<file path="src/rtl/led_scan_controller_if.sv">
// Bus bundle between the board top level and the seven-segment scan controller.
// The master side writes the message buffer and controls scrolling; the slave
// side (the controller) returns the decoder nibble, anodes and frame pulse.
interface led_scan_controller_if;
  logic       wr_en;
  logic [3:0] wr_addr;
  logic [3:0] wr_data;
  logic       scroll_en;
  logic [3:0] char;
  logic [3:0] an;
  logic       frame_done;

  modport master (
    output wr_en,
    output wr_addr,
    output wr_data,
    output scroll_en,
    input  char,
    input  an,
    input  frame_done
  );

  modport slave (
    input  wr_en,
    input  wr_addr,
    input  wr_data,
    input  scroll_en,
    output char,
    output an,
    output frame_done
  );
endinterface

</file>
<file path="src/rtl/led_scan_controller.sv">
// Four-digit seven-segment scan controller. Holds a 16-nibble message, shows a
// 4-digit window of it through one shared decoder, blanks all anodes at the
// start of every digit slot, and optionally scrolls the window once every
// SCROLL_FRAMES frames.
module led_scan_controller #(
  parameter int unsigned SCAN_DIV      = 16,
  parameter int unsigned BLANK_CYC     = 2,
  parameter int unsigned SCROLL_FRAMES = 8
) (
  input logic                  clk,
  input logic                  reset,
  led_scan_controller_if.slave bus
);

  localparam int unsigned CntW = (SCAN_DIV > 1) ? $clog2(SCAN_DIV) : 1;
  localparam int unsigned FrmW = (SCROLL_FRAMES > 1) ? $clog2(SCROLL_FRAMES) : 1;

  localparam logic [CntW-1:0] CntMax   = CntW'(SCAN_DIV - 1);
  localparam logic [CntW-1:0] BlankEnd = CntW'(BLANK_CYC);
  localparam logic [FrmW-1:0] FrmMax   = FrmW'(SCROLL_FRAMES - 1);

  typedef enum logic {StBlank, StOn} phase_e;

  logic [3:0]      msg_q [16];
  logic [3:0]      offset_q, offset_d;
  logic [1:0]      digit_q, digit_d;
  logic [CntW-1:0] cnt_q, cnt_d;
  logic [FrmW-1:0] frame_cnt_q, frame_cnt_d;
  logic [3:0]      char_q, char_d;
  logic            frame_done_q, frame_done_d;
  phase_e          phase_q, phase_d;
  logic [3:0]      rd_idx;
  logic [3:0]      an;
  logic            slot_end;

  // Message buffer: clears on reset, single write port, write on reset edge is dropped.
  always_ff @(posedge clk) begin
    if (!reset) begin
      for (int i = 0; i < 16; i++) begin
        msg_q[i] <= 4'h0;
      end
    end else if (bus.wr_en) begin
      msg_q[bus.wr_addr] <= bus.wr_data;
    end
  end

  // Scan state register.
  always_ff @(posedge clk) begin
    if (!reset) begin
      offset_q     <= 4'h0;
      digit_q      <= 2'd0;
      cnt_q        <= '0;
      frame_cnt_q  <= '0;
      char_q       <= 4'h0;
      frame_done_q <= 1'b0;
      phase_q      <= StBlank;
    end else begin
      offset_q     <= offset_d;
      digit_q      <= digit_d;
      cnt_q        <= cnt_d;
      frame_cnt_q  <= frame_cnt_d;
      char_q       <= char_d;
      frame_done_q <= frame_done_d;
      phase_q      <= phase_d;
    end
  end

  assign slot_end = (cnt_q == CntMax);

  // Next-state: slot counter, digit advance, frame-end scroll and char load.
  always_comb begin
    cnt_d        = cnt_q + 1'b1;
    digit_d      = digit_q;
    offset_d     = offset_q;
    frame_cnt_d  = frame_cnt_q;
    char_d       = char_q;
    frame_done_d = 1'b0;
    rd_idx       = 4'h0;

    if (slot_end) begin
      cnt_d   = '0;
      digit_d = digit_q + 2'd1;
      if (digit_q == 2'd3) begin
        frame_done_d = 1'b1;
        if (bus.scroll_en) begin
          if (frame_cnt_q == FrmMax) begin
            offset_d    = offset_q + 4'd1;
            frame_cnt_d = '0;
          end else begin
            frame_cnt_d = frame_cnt_q + 1'b1;
          end
        end else begin
          frame_cnt_d = '0;
        end
      end
      // Reads the pre-write buffer, so a same-edge write is not seen until next time.
      rd_idx = offset_d + {2'b00, digit_d};
      char_d = msg_q[rd_idx];
    end

    phase_d = (cnt_d < BlankEnd) ? StBlank : StOn;
  end

  // Anode decode: all off while blanking, otherwise one active-low bit per digit.
  always_comb begin
    an = 4'b1111;
    unique case (phase_q)
      StBlank: an = 4'b1111;
      StOn:    an = ~(4'b1000 >> digit_q);
    endcase
  end

  assign bus.char       = char_q;
  assign bus.an         = an;
  assign bus.frame_done = frame_done_q;

endmodule

</file>
<file path="src/flat_wrapper.sv">
// flat-port wrapper written by rule: the top's interface ports become plain ports
module led_scan_controller_flat 
#(
  parameter int unsigned SCAN_DIV      = 16,
  parameter int unsigned BLANK_CYC     = 2,
  parameter int unsigned SCROLL_FRAMES = 8
)
  (clk, reset, bus_wr_en, bus_wr_addr, bus_wr_data, bus_scroll_en, bus_char, bus_an, bus_frame_done);
  led_scan_controller_if bus_i ();
  input logic clk;
  input logic reset;
  input wire logic [$bits(bus_i.wr_en)-1:0] bus_wr_en;
  input wire logic [$bits(bus_i.wr_addr)-1:0] bus_wr_addr;
  input wire logic [$bits(bus_i.wr_data)-1:0] bus_wr_data;
  input wire logic [$bits(bus_i.scroll_en)-1:0] bus_scroll_en;
  output wire logic [$bits(bus_i.char)-1:0] bus_char;
  output wire logic [$bits(bus_i.an)-1:0] bus_an;
  output wire logic [$bits(bus_i.frame_done)-1:0] bus_frame_done;
  assign bus_i.wr_en = bus_wr_en;
  assign bus_i.wr_addr = bus_wr_addr;
  assign bus_i.wr_data = bus_wr_data;
  assign bus_i.scroll_en = bus_scroll_en;
  assign bus_char = bus_i.char;
  assign bus_an = bus_i.an;
  assign bus_frame_done = bus_i.frame_done;
  led_scan_controller #(.SCAN_DIV(SCAN_DIV), .BLANK_CYC(BLANK_CYC), .SCROLL_FRAMES(SCROLL_FRAMES)) u_core (.clk(clk), .reset(reset), .bus(bus_i));
endmodule
</file>
<file path="config.mk">
export PLATFORM = sky130hd
export DESIGN_NAME = led_scan_controller_flat
export DESIGN_NICKNAME = d
export VERILOG_FILES = /design/src/rtl/led_scan_controller_if.sv /design/src/rtl/led_scan_controller.sv /design/src/flat_wrapper.sv
export SDC_FILE = /design/constraint.sdc
export NUM_CORES = 1
export LEC_CHECK = 0
export ABC_AREA = 1
export ABC_CLOCK_PERIOD_IN_PS = 2740
export BUFFER_PORTS_ARGS = -buffer_cell sky130_fd_sc_hd__buf_4
export CORE_ASPECT_RATIO = 0.9
export CORE_MARGIN = 5
export CORE_UTILIZATION = 25
export CTS_CLUSTER_DIAMETER = 120
export DETAILED_ROUTE_END_ITERATION = 10
export SLEW_MARGIN = 0
export SYNTH_ARGS = -nofsm -noshare
export SYNTH_HDL_FRONTEND = slang
export SYNTH_SLANG_ARGS = --single-unit
export TNS_END_PERCENT = 100
</file>
<file path="constraint.sdc">
create_clock -name clk -period 2.74 [get_ports clk]
set_input_delay 0.411 -clock clk [delete_from_list [all_inputs] [get_ports clk]]
set_output_delay 0.411 -clock clk [all_outputs]
set_load 0.05 [all_outputs]
</file>
==> metrics, run 1 <==
run status=complete, no violations; Slew @ Worst Pin=slightly below 0.7 ns; RSZ-0062 raised after global routing=true; FF-to-FF End=u_core.bus.char[0]; core footprint=approximately 16000 um2; Ports=21; clk slew on worst S/H paths=0.06 ns; Critical path buffers and inverters=3; synthesized area=just over 4000 um2; Final ANT Viol Nets=0; Seq/Total Area, Yosys=between 50% and 60%; min cycle time layout=2.65 ns; vias in the first global route=3054; detailed-route DRC error count=0; most frequent cells in the layout=nand2_1 (117), nor2_1 (113), edfxtp_1 (64); DR vias=around 3.2k; H-tree Lvls=3; area post-placement=roughly 4500 um2; Seq cells post-synth=83; row count=44; CP max stage cell=fa_2; Final period util=between 90% and 100%; Critical Path RT=around 3 ns; deepest clock path buffer count=2; clk root buf=clkbuf_16; syn nets=490; DR vias/cell=approximately 4.4; Starting Density=25.3%; EDFF count, synth=64; f_max=~380 MHz; syn_area_per_cell=8.70 um2; final core occ=between 30% and 40%; Synth top area share=47.4%; dominant synthesized flop cell=edfxtp_1; crit end category=register; gate count of the mapped netlist=roughly 470; number of inserted diodes=0; fin area=approximately 5000 um2; max-cap violation count=0; Area Growth Syn to Fin=23.1%; R2R setup slack=0.09 ns; critical path's top delay family=adder cells; Worst path max stage delay=approximately 0.58 ns; Worst-Skew Late Latency=0.34 ns; Distinct cells, synth=29; worst hold path cell count=3; TritonCTS clock tree=built; HP Class=in2reg; Die ar.=between 15000 and 20000 um2; Peak supply drop=0.340 mV; total power draw=around 2800 uW; Area contributors post-synth=edfxtp_1 (47%), nor2_1 (11%), nand2_1 (11%), dfxtp_1 (9.4%), ha_1 (3.4%); cell taking the most area after synthesis=edfxtp_1; Worst Hold End=u_core.frame_cnt_q[1]; Arr. time, crit path=slightly below 3 ns; Final Hold Viols=0; largest net degree at the start of global routing=between 40 and 50; final slew viol count=0; Sink Count=83; Final Setup Violations=0; RD Place Congestion=between 0.8 and 0.9; Startpoint Class=register; Leak=~0.0021 uW; Max Clock Skew=0.00588 ns; setup_tns=0 ns; die height=~130 um; Routed WL per cell=between 10 and 15 um; clock buffer count from CTS=9; Worst path most repeated cell=nand2_1; post-synthesis async set-or-reset flop share=0%; critical path fanouts, max=5; initial antenna violation count=0; gr ovfl total=0; share of post-route cells with drive strength above 1=between 10% and 20%; final WL=9610 um; first-pass GRT wire length=~15000 um; power per cell area=between 500 and 600 nW/um2; total track usage=between 10% and 20%; post-DP HPWL=around 6700 um; CP Class=reg2reg; Yosys warnings=0; most common cell after layout, fill and taps aside=nand2_1; Register-to-Register Path Depth=18; DR iter-0 viols=174; launching point of the worst reg2reg path=u_core.frame_cnt_q[0]; PortBufs=20; Hold-fix buffers, CTS=0; Rel. slew slack=54.0%; Hold Crit Start=bus_scroll_en; worst path cell trace=ha_4, ha_4, inv_2, nor2_4, xor2_2, ha_2, fa_2, inv_2, buf_6, nor2_2, o21ai_2, nand2_1, nand3_1, nand2_1, nand2_1, nand2_1, nand2_1, nand2_1; Pre-Repair DR Iteration Count=4; die width=approximately 140 um; post-layout net count=526
==> cells in the mapped netlist, types with 3 or more instances <==
master / n
o211ai_1: 10
inv_2: 3
nand3_1: 23
buf_2: 7
nand2_2: 6
dfxtp_1: 19
o21ai_0: 24
clkbuf_1: 5
ha_1: 11
o21ai_1: 3
nor3_1: 4
buf_4: 3
nand2_1: 117
edfxtp_1: 64
nor2_1: 118
inv_1: 33
==> sequential cells by signal, summed over array words and instances (netlist names) <==
signal / cells
u_core.offset_q: 4
u_core.bus.char: 4
u_core.phase_q: 1
u_core.frame_cnt_q: 3
u_core.bus.frame_done: 1
u_core.digit_q: 2
u_core.cnt_q: 4
u_core.msg_q: 64
==> per-layer routing <==
metal	up-vias	part of all wire [%]	track usage (%)
li1	1599	-	-
met1	1469	46	13.5
met2	76	45	17.0
met3	23	5.8	3.06
met4	0	2.7	4.55
met5	-	0	0
==> where the power goes <==
part	internal, uW	switching (uW)	leakage [uW]
registers	1410	22.5	0.000766
logic	41.6	101	0.00117
clock network	706	482	0.000140
==> kinds of logic after synthesis <==
group	Yosys count	share of synthesized area [%]
compound gates	44	6.39
xor+xnor	3	0.648
fa+ha+maj	12	3.89
buf+inv	51	5.22
flops	83	56.8
mux	1	0.278
simple gates	272	26.8
==> repair_timing <==
action	4_1_cts	5_1_grt
setup endpoints to repair	4	4
resized for setup	2	38
pin swaps	1	16
gates cloned	0	1
buffers inserted	1	2
==> how the worst max path moves through the flow <==
| stage | endpoint | cells past startpoint | startpoint |
|---|---|---|---|
| final | u_core.bus.char[0] | 18 | u_core.frame_cnt_q[0] |
| after global routing | u_core.bus.char[1] | 17 | u_core.frame_cnt_q[1] |
| after CTS | u_core.bus.char[3] | 17 | u_core.frame_cnt_q[0] |
| after detailed placement | u_core.bus.char[1] | 17 | u_core.frame_cnt_q[0] |
| after global placement | u_core.bus.char[1] | 17 | u_core.frame_cnt_q[0] |
| after floorplan | u_core.bus.char[1] | 18 | u_core.frame_cnt_q[0] |
==> tightest hold or removal path: stages <==
cell	delay (ns)
buf_4	0.13
nand3_1	0.08
a21oi_1	0.06
==> layout make-up <==
| type | count | area (um2) |
|---|---|---|
| multi-input combinational | 332 | 1650 |
| sequential | 83 | 2310 |
| clock buffer | 10 | 229 |
| inverter | 36 | 135 |
| timing repair buffer | 40 | 345 |
| clock inverter | 6 | 63.8 |
| fill | 1660 | 11000 |
| tap | 207 | 259 |
==> per-stage QoR <==
| step | hold WS, ns | instances | setup WS (ns) |
|---|---|---|---|
| 6_report | 0.389 | 714 | 0.0904 |
| 5_1_grt | 0.393 | 714 | -0.0454 |
| 4_1_cts | 0.378 | 711 | 0.00241 |
| 3_5_place_dp | 0.459 | 694 | -0.00682 |
| 3_3_place_gp | 0.432 | 694 | 0.0122 |
| 2_1_floorplan | 0.418 | 466 | 0.110 |
(Power assumes the default switching activity.)
==> run 2, diff against run 1 <==
ABC_CLOCK_PERIOD_IN_PS = 2890   (was 2740)
clock period = 2.89 ns   (was 2.74 ns; I/O delays follow)
==> metrics, run 2 (synthesized netlist as in run 1, its figures left out) <==
post-layout net count=518 (was 526); DR vias=3142 (was 3167); Setup WS post-layout=0.101 ns (was 0.0904 ns); Final ANT Viol Nets=0 (unchanged); Sequential Power Share=52.5% (was 51.9%); f_max=359 MHz (was 377 MHz); clock buffer count from CTS=9 (unchanged); clk root buf=clkbuf_16 (unchanged); setup_tns=0 ns (unchanged); clk slew on worst S/H paths=0.06 ns (about the same); Comb power frac=5.3% (was 5.1%); die width=144 um (unchanged); die height=131 um (unchanged); power per cell area=535 nW/um2 (was 555 nW/um2); Final Hold Viols=0 (unchanged); Die ar.=18900 um2 (unchanged); HP Class=in2reg (unchanged); max reg flops=64 (unchanged); Worst path max stage delay=0.67 ns (was 0.58 ns); Area Growth Syn to Fin=19.8% (was 23.1%); P_int=1980 uW (was 2160 uW); critical path fanouts, max=14 (was 5); clock share of power=42.3% (was 42.9%); worst slack, placed=0.00268 ns (was -0.00682 ns); Sw Ratio=23.8% (was 21.9%); H-tree Lvls=3 (unchanged); Hold-fix buffers, CTS=0 (unchanged); DR iter-0 viols=197 (was 174); crit end category=register (unchanged); RD Place Congestion=0.842 (was 0.836); Ports=21 (unchanged); Slew @ Worst Pin=0.693 ns (was 0.689 ns); min cycle time layout=2.79 ns (was 2.65 ns); Fill cells=1632 (was 1660); TritonCTS clock tree=built (unchanged); area post-placement=4460 um2 (was 4540 um2); Biggest register=u_core.msg_q (unchanged); Leak=0.00202 uW (was 0.00207 uW); row count=44 (unchanged); Max Clock Skew=0.00615 ns (was 0.00588 ns); gr ovfl total=0 (unchanged); core footprint=16000 um2 (unchanged); most common cell after layout, fill and taps aside=nand2_1 (unchanged); largest net degree at the start of global routing=24 (was 43); Rel. slew slack=53.7% (was 54.0%); Startpoint Class=register (unchanged); most frequent cells in the layout=nand2_1 (117), nor2_1 (115), edfxtp_1 (64) (was nand2_1 (117), nor2_1 (113), edfxtp_1 (64)); worst path cell trace=ha_4, ha_1, inv_1, nor2_2, xor2_1, ha_2, fa_2, inv_6, nor2_1, o21ai_0, nand2_1, nand3_1, nand2_1, nand2_1, nand2_1, nand2_1, nand2_1 (was ha_4, ha_4, inv_2, nor2_4, xor2_2, ha_2, fa_2, inv_2, buf_6, nor2_2, o21ai_2, nand2_1, nand3_1, nand2_1, nand2_1, nand2_1, nand2_1, nand2_1); total power draw=2600 uW (was 2770 uW); first-pass GRT wire length=15000 um (about the same); Critical Path RT=3.17 ns (was 3.02 ns); Peak supply drop=0.299 mV (was 0.340 mV); Arr. time, crit path=3.07 ns (was 2.93 ns); initial antenna violation count=0 (unchanged); final WL=9580 um (was 9610 um); post-DP HPWL=6600 um (was 6690 um); max-cap violation count=0 (unchanged); final slew viol count=0 (unchanged); Pre-Repair DR Iteration Count=5 (was 4); deepest clock path buffer count=2 (unchanged); CP max stage cell=fa_2 (unchanged); DR vias/cell=4.45 (was 4.44); Psw=619 uW (was 606 uW); Starting Density=25.3% (unchanged); Worst path most repeated cell=nand2_1 (unchanged); fin area=4850 um2 (was 4990 um2); run status=complete, no violations (unchanged); total track usage=10.4% (was 10.6%); detailed-route DRC error count=0 (unchanged); PortBufs=20 (unchanged); share of post-route cells with drive strength above 1=14.6% (was 17.6%); vias in the first global route=3010 (was 3054); Final period util=96.5% (was 96.7%); number of inserted diodes=0 (unchanged); Sink Count=83 (unchanged); CP Class=reg2reg (unchanged); Worst-Skew Late Latency=0.34 ns (about the same); Routed WL per cell=13.6 um (was 13.5 um); Final Setup Violations=0 (unchanged)
## run 2: cell count changes in the layout (fill, tap and decap cells not counted), sizes merged
cell / before / now
buf: 40 / 32
bufinv: 1 / 0
clkbuf: 10 / 9
clkinv: 3 / 1
clkinvlp: 1 / 2
inv: 37 / 40
## run 2: area by class of cell
| type | count | area [um2] | area share [%] |
|---|---|---|---|
| clock inverters | 7 | 58.8 | 1.21 |
| multi-input cells | 332 | 1600 | 33.0 |
| inverters | 36 | 140 | 2.89 |
| well taps | 207 | 259 | 5.34 |
| repair buffers | 32 | 264 | 5.44 |
| flip-flops and latches | 83 | 2300 | 47.5 |
| clock buffers | 9 | 225 | 4.64 |
## run 2: final timing paths
| kind | from | slack (ns) | cells after the start | endpoint |
|---|---|---|---|---|
| worst max register to register | u_core.frame_cnt_q[0] | 0.10 | 17 | u_core.bus.char[1] |
| worst min-delay path | bus_scroll_en | 0.40 | 3 | u_core.frame_cnt_q[1] |
| worst max-delay path | u_core.frame_cnt_q[0] | 0.10 | 17 | u_core.bus.char[1] |
| worst min register to register | u_core.cnt_q[0] | 0.46 | 1 | u_core.cnt_q[0] |
## run 2: worst max-delay path, delay by kind of cell, from the launching register on
| kind | cells | cell delay [ns] |
|---|---|---|
| xor+xnor | 1 | 0.15 |
| buf+inv | 2 | 0.20 |
| flops | 1 | 0.34 |
| simple gates | 9 | 0.71 |
| fa+ha+maj | 4 | 1.22 |
| compound gates | 1 | 0.11 |
## run 2: repair_timing
action | 4_1_cts | 5_1_grt
pin swaps | 0 | 7
resized for setup | 1 | 28
gates cloned | 0 | 2
endpoints found under the setup margin | 2 | 4
setup buffers | 0 | 2
## run 2: per-stage QoR
stage                     std cells  hold WS, ns  util [%]
after floorplan                 466        0.418         -
after global placement          686        0.432      27.8
after detailed placement        686        0.444      27.8
after CTS                       702        0.394      29.6
after global routing            706        0.411      30.3
final                           706        0.403      30.3
## run 2: power groups by stage
stage                     Combinational (uW)  Clock, uW  Sequential [uW]
after floorplan                         84.6          0             1380
after global placement                   133          0             1390
after detailed placement                 136          0             1390
after CTS                                136       1110             1360
after global routing                     152       1170             1370
final                                    137       1100             1360
## run 2: layer usage
metal	global-route usage (%)	wire length, um	share of wire [%]	vias up
li1	-	-	-	1578
met1	14.0	4540	47	1464
met2	16.3	4340	45	89
met3	3.13	576	6.0	11
met4	2.91	116	1.2	0
met5	0	0	0	-
